==> src/rtl/fetch_ctrl.sv <==
// fetch_ctrl: fetch-stage sequencer. Issues the PC stream to the icache under
// a credit limit, buffers returned instructions in a small FIFO for decode, and
// flushes both the request stream and the buffer on a redirect.
module fetch_ctrl #(
  parameter int              ADDR      = 32,
  parameter int              INST      = 32,
  parameter int              DEPTH     = 4,
  parameter logic [ADDR-1:0] RESET_VEC = '0,
  parameter int              PC_INC    = 4
) (
  input  logic            clk,
  input  logic            reset,
  // icache link
  output logic            fetch_e_,
  output logic [ADDR-1:0] fetch_pc,
  output logic            flush_,
  input  logic            ic_e_,
  input  logic [ADDR-1:0] ic_pc,
  input  logic [INST-1:0] ic_inst,
  input  logic            ic_stall_,
  // decode link
  output logic            inst_e_,
  output logic [ADDR-1:0] inst_pc,
  output logic [INST-1:0] inst,
  input  logic            dec_stall,
  // redirect
  input  logic            redirect_e_,
  input  logic [ADDR-1:0] redirect_pc
);

  localparam int PW = (DEPTH > 1) ? $clog2(DEPTH) : 1;
  localparam int CW = PW + 1;

  typedef enum logic [1:0] {
    S_BOOT  = 2'd0,
    S_RUN   = 2'd1,
    S_FLUSH = 2'd2
  } state_t;

  state_t          state_q, state_d;
  logic [ADDR-1:0] pc_q, pc_d;
  logic [CW-1:0]   outst_q, outst_d;
  logic [CW-1:0]   cnt_q, cnt_d;
  logic [PW-1:0]   wr_q, wr_d;
  logic [PW-1:0]   rd_q, rd_d;

  // Buffer storage carries no reset; validity is tracked by cnt_q alone.
  logic [ADDR-1:0] mem_pc_q   [DEPTH];
  logic [INST-1:0] mem_inst_q [DEPTH];

  logic          redir;
  logic          run;
  logic [CW:0]   credit_sum;
  logic          credit_ok;
  logic          req;
  logic          resp;
  logic          full;
  logic          push;
  logic          vld;
  logic          pop;

  // Qualifying conditions for request, response acceptance and decode handoff.
  // A redirect overrides everything in its cycle: no request, response dropped.
  always_comb begin
    redir      = !redirect_e_;
    run        = (state_q == S_RUN);
    credit_sum = {1'b0, outst_q} + {1'b0, cnt_q};
    credit_ok  = (credit_sum < (CW+1)'(DEPTH));
    req        = run && !redir && ic_stall_ && credit_ok;
    resp       = run && !redir && !ic_e_;
    full       = (cnt_q == CW'(DEPTH));
    push       = resp && !full;
    vld        = (cnt_q != '0) && (state_q != S_FLUSH);
    pop        = vld && !dec_stall && !redir;
  end

  // FSM state register.
  always_ff @(posedge clk) begin
    if (reset) state_q <= S_BOOT;
    else       state_q <= state_d;
  end

  // FSM next state: any redirect (in any state) lands in FLUSH; BOOT and
  // FLUSH each last one cycle.
  always_comb begin
    state_d = state_q;
    if (redir) begin
      state_d = S_FLUSH;
    end else begin
      case (state_q)
        S_BOOT:  state_d = S_RUN;
        S_RUN:   state_d = S_RUN;
        S_FLUSH: state_d = S_RUN;
        default: state_d = S_BOOT;
      endcase
    end
  end

  // FSM outputs; data outputs read as zero whenever not valid.
  always_comb begin
    fetch_e_ = !req;
    fetch_pc = req ? pc_q : '0;
    flush_   = (state_q != S_FLUSH);
    inst_e_  = !vld;
    inst_pc  = vld ? mem_pc_q[rd_q]   : '0;
    inst     = vld ? mem_inst_q[rd_q] : '0;
  end

  // Next-state for PC, credit counter and FIFO pointers.
  always_comb begin
    pc_d    = pc_q;
    outst_d = outst_q;
    cnt_d   = cnt_q;
    wr_d    = wr_q;
    rd_d    = rd_q;
    if (redir) begin
      pc_d    = redirect_pc;
      outst_d = '0;
      cnt_d   = '0;
      wr_d    = '0;
      rd_d    = '0;
    end else begin
      if (req) pc_d = pc_q + ADDR'(PC_INC);
      // A response retires a credit even if it had to be dropped.
      case ({req, resp && (outst_q != '0)})
        2'b10:   outst_d = outst_q + 1'b1;
        2'b01:   outst_d = outst_q - 1'b1;
        default: outst_d = outst_q;
      endcase
      case ({push, pop})
        2'b10:   cnt_d = cnt_q + 1'b1;
        2'b01:   cnt_d = cnt_q - 1'b1;
        default: cnt_d = cnt_q;
      endcase
      if (push) wr_d = wr_q + 1'b1;
      if (pop)  rd_d = rd_q + 1'b1;
    end
  end

  // Control registers.
  always_ff @(posedge clk) begin
    if (reset) begin
      pc_q    <= RESET_VEC;
      outst_q <= '0;
      cnt_q   <= '0;
      wr_q    <= '0;
      rd_q    <= '0;
    end else begin
      pc_q    <= pc_d;
      outst_q <= outst_d;
      cnt_q   <= cnt_d;
      wr_q    <= wr_d;
      rd_q    <= rd_d;
    end
  end

  // Instruction buffer write port.
  always_ff @(posedge clk) begin
    if (push) begin
      mem_pc_q[wr_q]   <= ic_pc;
      mem_inst_q[wr_q] <= ic_inst;
    end
  end

  // A response into a full buffer means the icache broke the credit protocol.
  a_no_overflow: assert property (@(posedge clk) disable iff (reset) !(resp && full));

endmodule
==> config.mk <==
export PLATFORM = sky130hd
export DESIGN_NAME = fetch_ctrl
export DESIGN_NICKNAME = d
export VERILOG_FILES = /design/src/rtl/fetch_ctrl.sv
export SDC_FILE = /design/constraint.sdc
export NUM_CORES = 1
export LEC_CHECK = 0
export BUFFER_PORTS_ARGS = -buffer_cell sky130_fd_sc_hd__buf_2
export CAP_MARGIN = 20
export CORE_MARGIN = 5
export CORE_UTILIZATION = 25
export DETAILED_ROUTE_END_ITERATION = 10
export GPL_ROUTABILITY_DRIVEN = 0
export MAX_ROUTING_LAYER = met4
export PLACE_DENSITY = 0.48
export SKIP_LAST_GASP = 1
export SLEW_MARGIN = 20
export SYNTH_ARGS = -nofsm -noshare
export SYNTH_HDL_FRONTEND = slang
export SYNTH_SLANG_ARGS = --single-unit
==> constraint.sdc <==
create_clock -name clk -period 4.55 [get_ports clk]
set_input_delay 1.365 -clock clk [delete_from_list [all_inputs] [get_ports clk]]
set_output_delay 1.365 -clock clk [all_outputs]
set_load 0.01 [all_outputs]
==> metrics.md <==
| Metric | Value |
|---|---|
| Max Freq | 253 MHz |
| Reg clk slew, reported paths | 0.05 ns |
| Vias in the first global route | 7605 |
| Setup CP Type | input port to primary output |
| Final period utilization | 86.9% |
| Run status | finished, final reports clean |
| Slew headroom | 43.4% |
| Ys async rst share | 0% |
| Design Power | 0.00613 W |
| Mux cell area share after synthesis | 12.2% |
| Finished Cell Area | 15600 um^2 |
| Antenna viol nets, final | 0 |
| Cell Area, Placed | 14400 um^2 |
| Switching power | 0.00129 W |
| Number of flops mapped to enable cells by yosys | 256 |
| Drt pass-1 iters | 5 |
| Share of cells above drive strength 1 | 36.0% |
| XOR/XNOR Fraction of Synth Area | 0.923% |
| Post-Syn Instances | 747 |
| Dpl hpwl | 20.0 mm |
| Row count | 81 |
| Root buf cell | clkbuf_16 |
| Largest fanout on the critical path | 40 |
| Seq/Total Area, Yosys | 69.8% |
| Synth top area share | 62.3% |
| Layout Nets | 1089 |
| Die area | 53900 um^2 |
| Pre-CTS setup slack | 0.608 ns |
| Synth cell types | 47 |
| First-pass GRT wire length | 46.8 mm |
| Yosys top cell by area | edfxtp_1 |
| Core Area | 48800 um^2 |
| MaxCap Viol Count | 0 |
| Fin util | 31.9% |
| Clock skew | 0.0166 ns |
| Tot GR Track Use | 11.7% |
| Min-Delay Path Class | flop to flop |
| Clk sinks | 302 |
| Post-CTS setup repair buffer count | 0 |
| Die width | 232 um |
| Comb pwr share | 2.8% |
| Synth Area in Simple Gates | 10.4% |
| Worst Tran Pin Value | 0.843 ns |
| Element type at the critical path end | primary output |
| Maximum number of pins on one net before global-route repair | 67 |
| Synth Flop Type | edfxtp_1 |
| Cts hold-fix bufs | 0 |
| Crit path time final | 3.95 ns |
| Ranking of synthesized cells by area | edfxtp_1 62%, mux4_2 12%, dfxtp_1 7.5% |
| Cell Int Power | 0.00484 W |
| Initial antenna violation count | 8 |
| Clock network power share | 47.4% |
| Pwr per Cell Area | 393 nW/um^2 |
| CTS tree | done |
| Cell Area, Synth | 12300 um^2 |
| Post-synthesis net count | 860 |
| Chip Height | 232 um |
| Largest family of logic cells by synthesized area | multiplexers |
| Routed wire per std cell | 18.5 um |
| Hold Vio Cnt, Final | 0 |
| Slew Limit Fails | 0 |
| PortBufs | 200 |
| CTS max path bufs | 3 |
| Peak supply drop | 0.292 mV |
| GRT overflow | 0 |
| TNS Setup | 0 ns |
| Part of the power in registers | 49.8% |
| DR vias/cell | 4.37 |
| Seq cells post-synth | 302 |
| Setup ws final | 0.597 ns |
| WP data required | 3.18 ns |
| Commonest non-fill, non-tap cells in the layout | 256 x edfxtp_1, 200 x buf_2, 65 x nor2b_1 |
| CTS Buf Count | 38 |
| RSZ-0062 raised after global routing | false |
| H-tree levels | 2 |
| Startpoint types | input port |
| Lkg Pwr | 5.38 nW |
| WL final | 31.1 mm |
| Drt drc | 0 |
| Adder-Cell Fraction of Synth Area | 1.24% |
| Syn Area/Cell | 16.5 um^2 |
| I/O pins | 201 |
| Total number of yosys warnings | 0 |
| Critical path arrival | 2.59 ns |
| Post-CTS sizing | 0 |
| Initial drt markers | 372 |
| Initial core utilization | 25.2% |
| Most common cell after layout, fill and taps aside | edfxtp_1 |
| Setup violations, final | 0 |
| Clk Latency, worst-skew pair | 0.55 ns |
| Post-synthesis compound-gate area fraction | 3.71% |
| Switch share | 21.0% |
| Total number of vias | 7333 |
| Area growth syn-to-layout | 26.3% |
-- flip-flops by register name (all words and copies together) (netlist names), named ones only --
signal	count
cnt_q	3
rd_q	2
state_q	2
wr_q	2
mem_pc_q	128
mem_inst_q	128
pc_q	32
outst_q	3
-- cell families after synthesis --
| logic type | Yosys count |
|---|---|
| flops | 302 |
| simple gates | 220 |
| compound gates | 76 |
| mux | 70 |
| buf+inv | 55 |
| xor+xnor | 13 |
| fa+ha+maj | 11 |
-- area by class of cell --
class,count,area [um^2]
Antenna cell,9,22.5
Clock buffer,46,1000
Clock inverter,22,205
Fill cell,4909,33300
Inverter,16,60.1
Multi-Input combinational cell,390,3530
Sequential cell,302,8620
Tap cell,664,831
Timing Repair Buffer,228,1310
-- metal layers --
layer	part of all wire [%]	GRT usage, %	wire (um)	vias to the layer above
li1	-	-	-	3389
met1	42	14.3	13200	3663
met2	47	17.9	14500	234
met3	8.8	4.72	2740	47
met4	2.1	3.42	643	0
met5	0	-	0	-
-- worst max-delay path, cell delays in order --
cell,delay [ns]
buf_2,0.08
nor4b_2,0.22
and3_1,0.22
buf_4,0.34
nand2_1,0.15
inv_1,0.08
buf_2,0.13
-- path summary, 6_finish.rpt --
check	start	end	slack, ns	depth (start not counted)
max	ic_stall_	fetch_pc[23]	0.60	7
min	state_q[1]	state_q[0]	0.50	1
max reg2reg	state_q[0]	cnt_q[2]	1.76	10
min reg2reg	state_q[1]	state_q[0]	0.50	1
-- cell usage after synthesis (3+ instances only) --
library cell and count:
edfxtp_1 256, nor2b_1 65, mux4_2 64, dfxtp_1 46, nor2_1 34, and2_1 32
a21oi_1 30, clkbuf_1 30, nand2_1 24, inv_1 15, nand3_1 15, o21ai_0 15
nor3_1 11, a31oi_1 10, ha_1 9, nand4_1 9, xor2_1 9, buf_2 7
or3_1 7, nor4_1 4, xnor2_1 4, a211oi_1 3, a22oi_1 3, a311oi_1 3
and4_1 3, mux2_2 3, mux2i_1 3, o311ai_0 3, o31ai_1 3, or4_1 3
-- metrics by stage --
stage / hold slack [ns] / instances
after CTS: 0.489 / 1668
after floorplan: 0.437 / 747
after global routing: 0.513 / 1676
after detailed placement: 0.478 / 1600
final: 0.496 / 1677
after global placement: 0.474 / 1600
-- power by group through the flow --
stage	clock network [W]	logic [W]	registers, W
5_1_grt	0.00315	0.000190	0.00305
6_report	0.00291	0.000170	0.00305
4_1_cts	0.00303	0.000173	0.00305
3_3_place_gp	0	0.000169	0.00311
3_5_place_dp	0	0.000172	0.00311
2_1_floorplan	0	0.0000716	0.00310
Power figures use the tool's default switching activity.
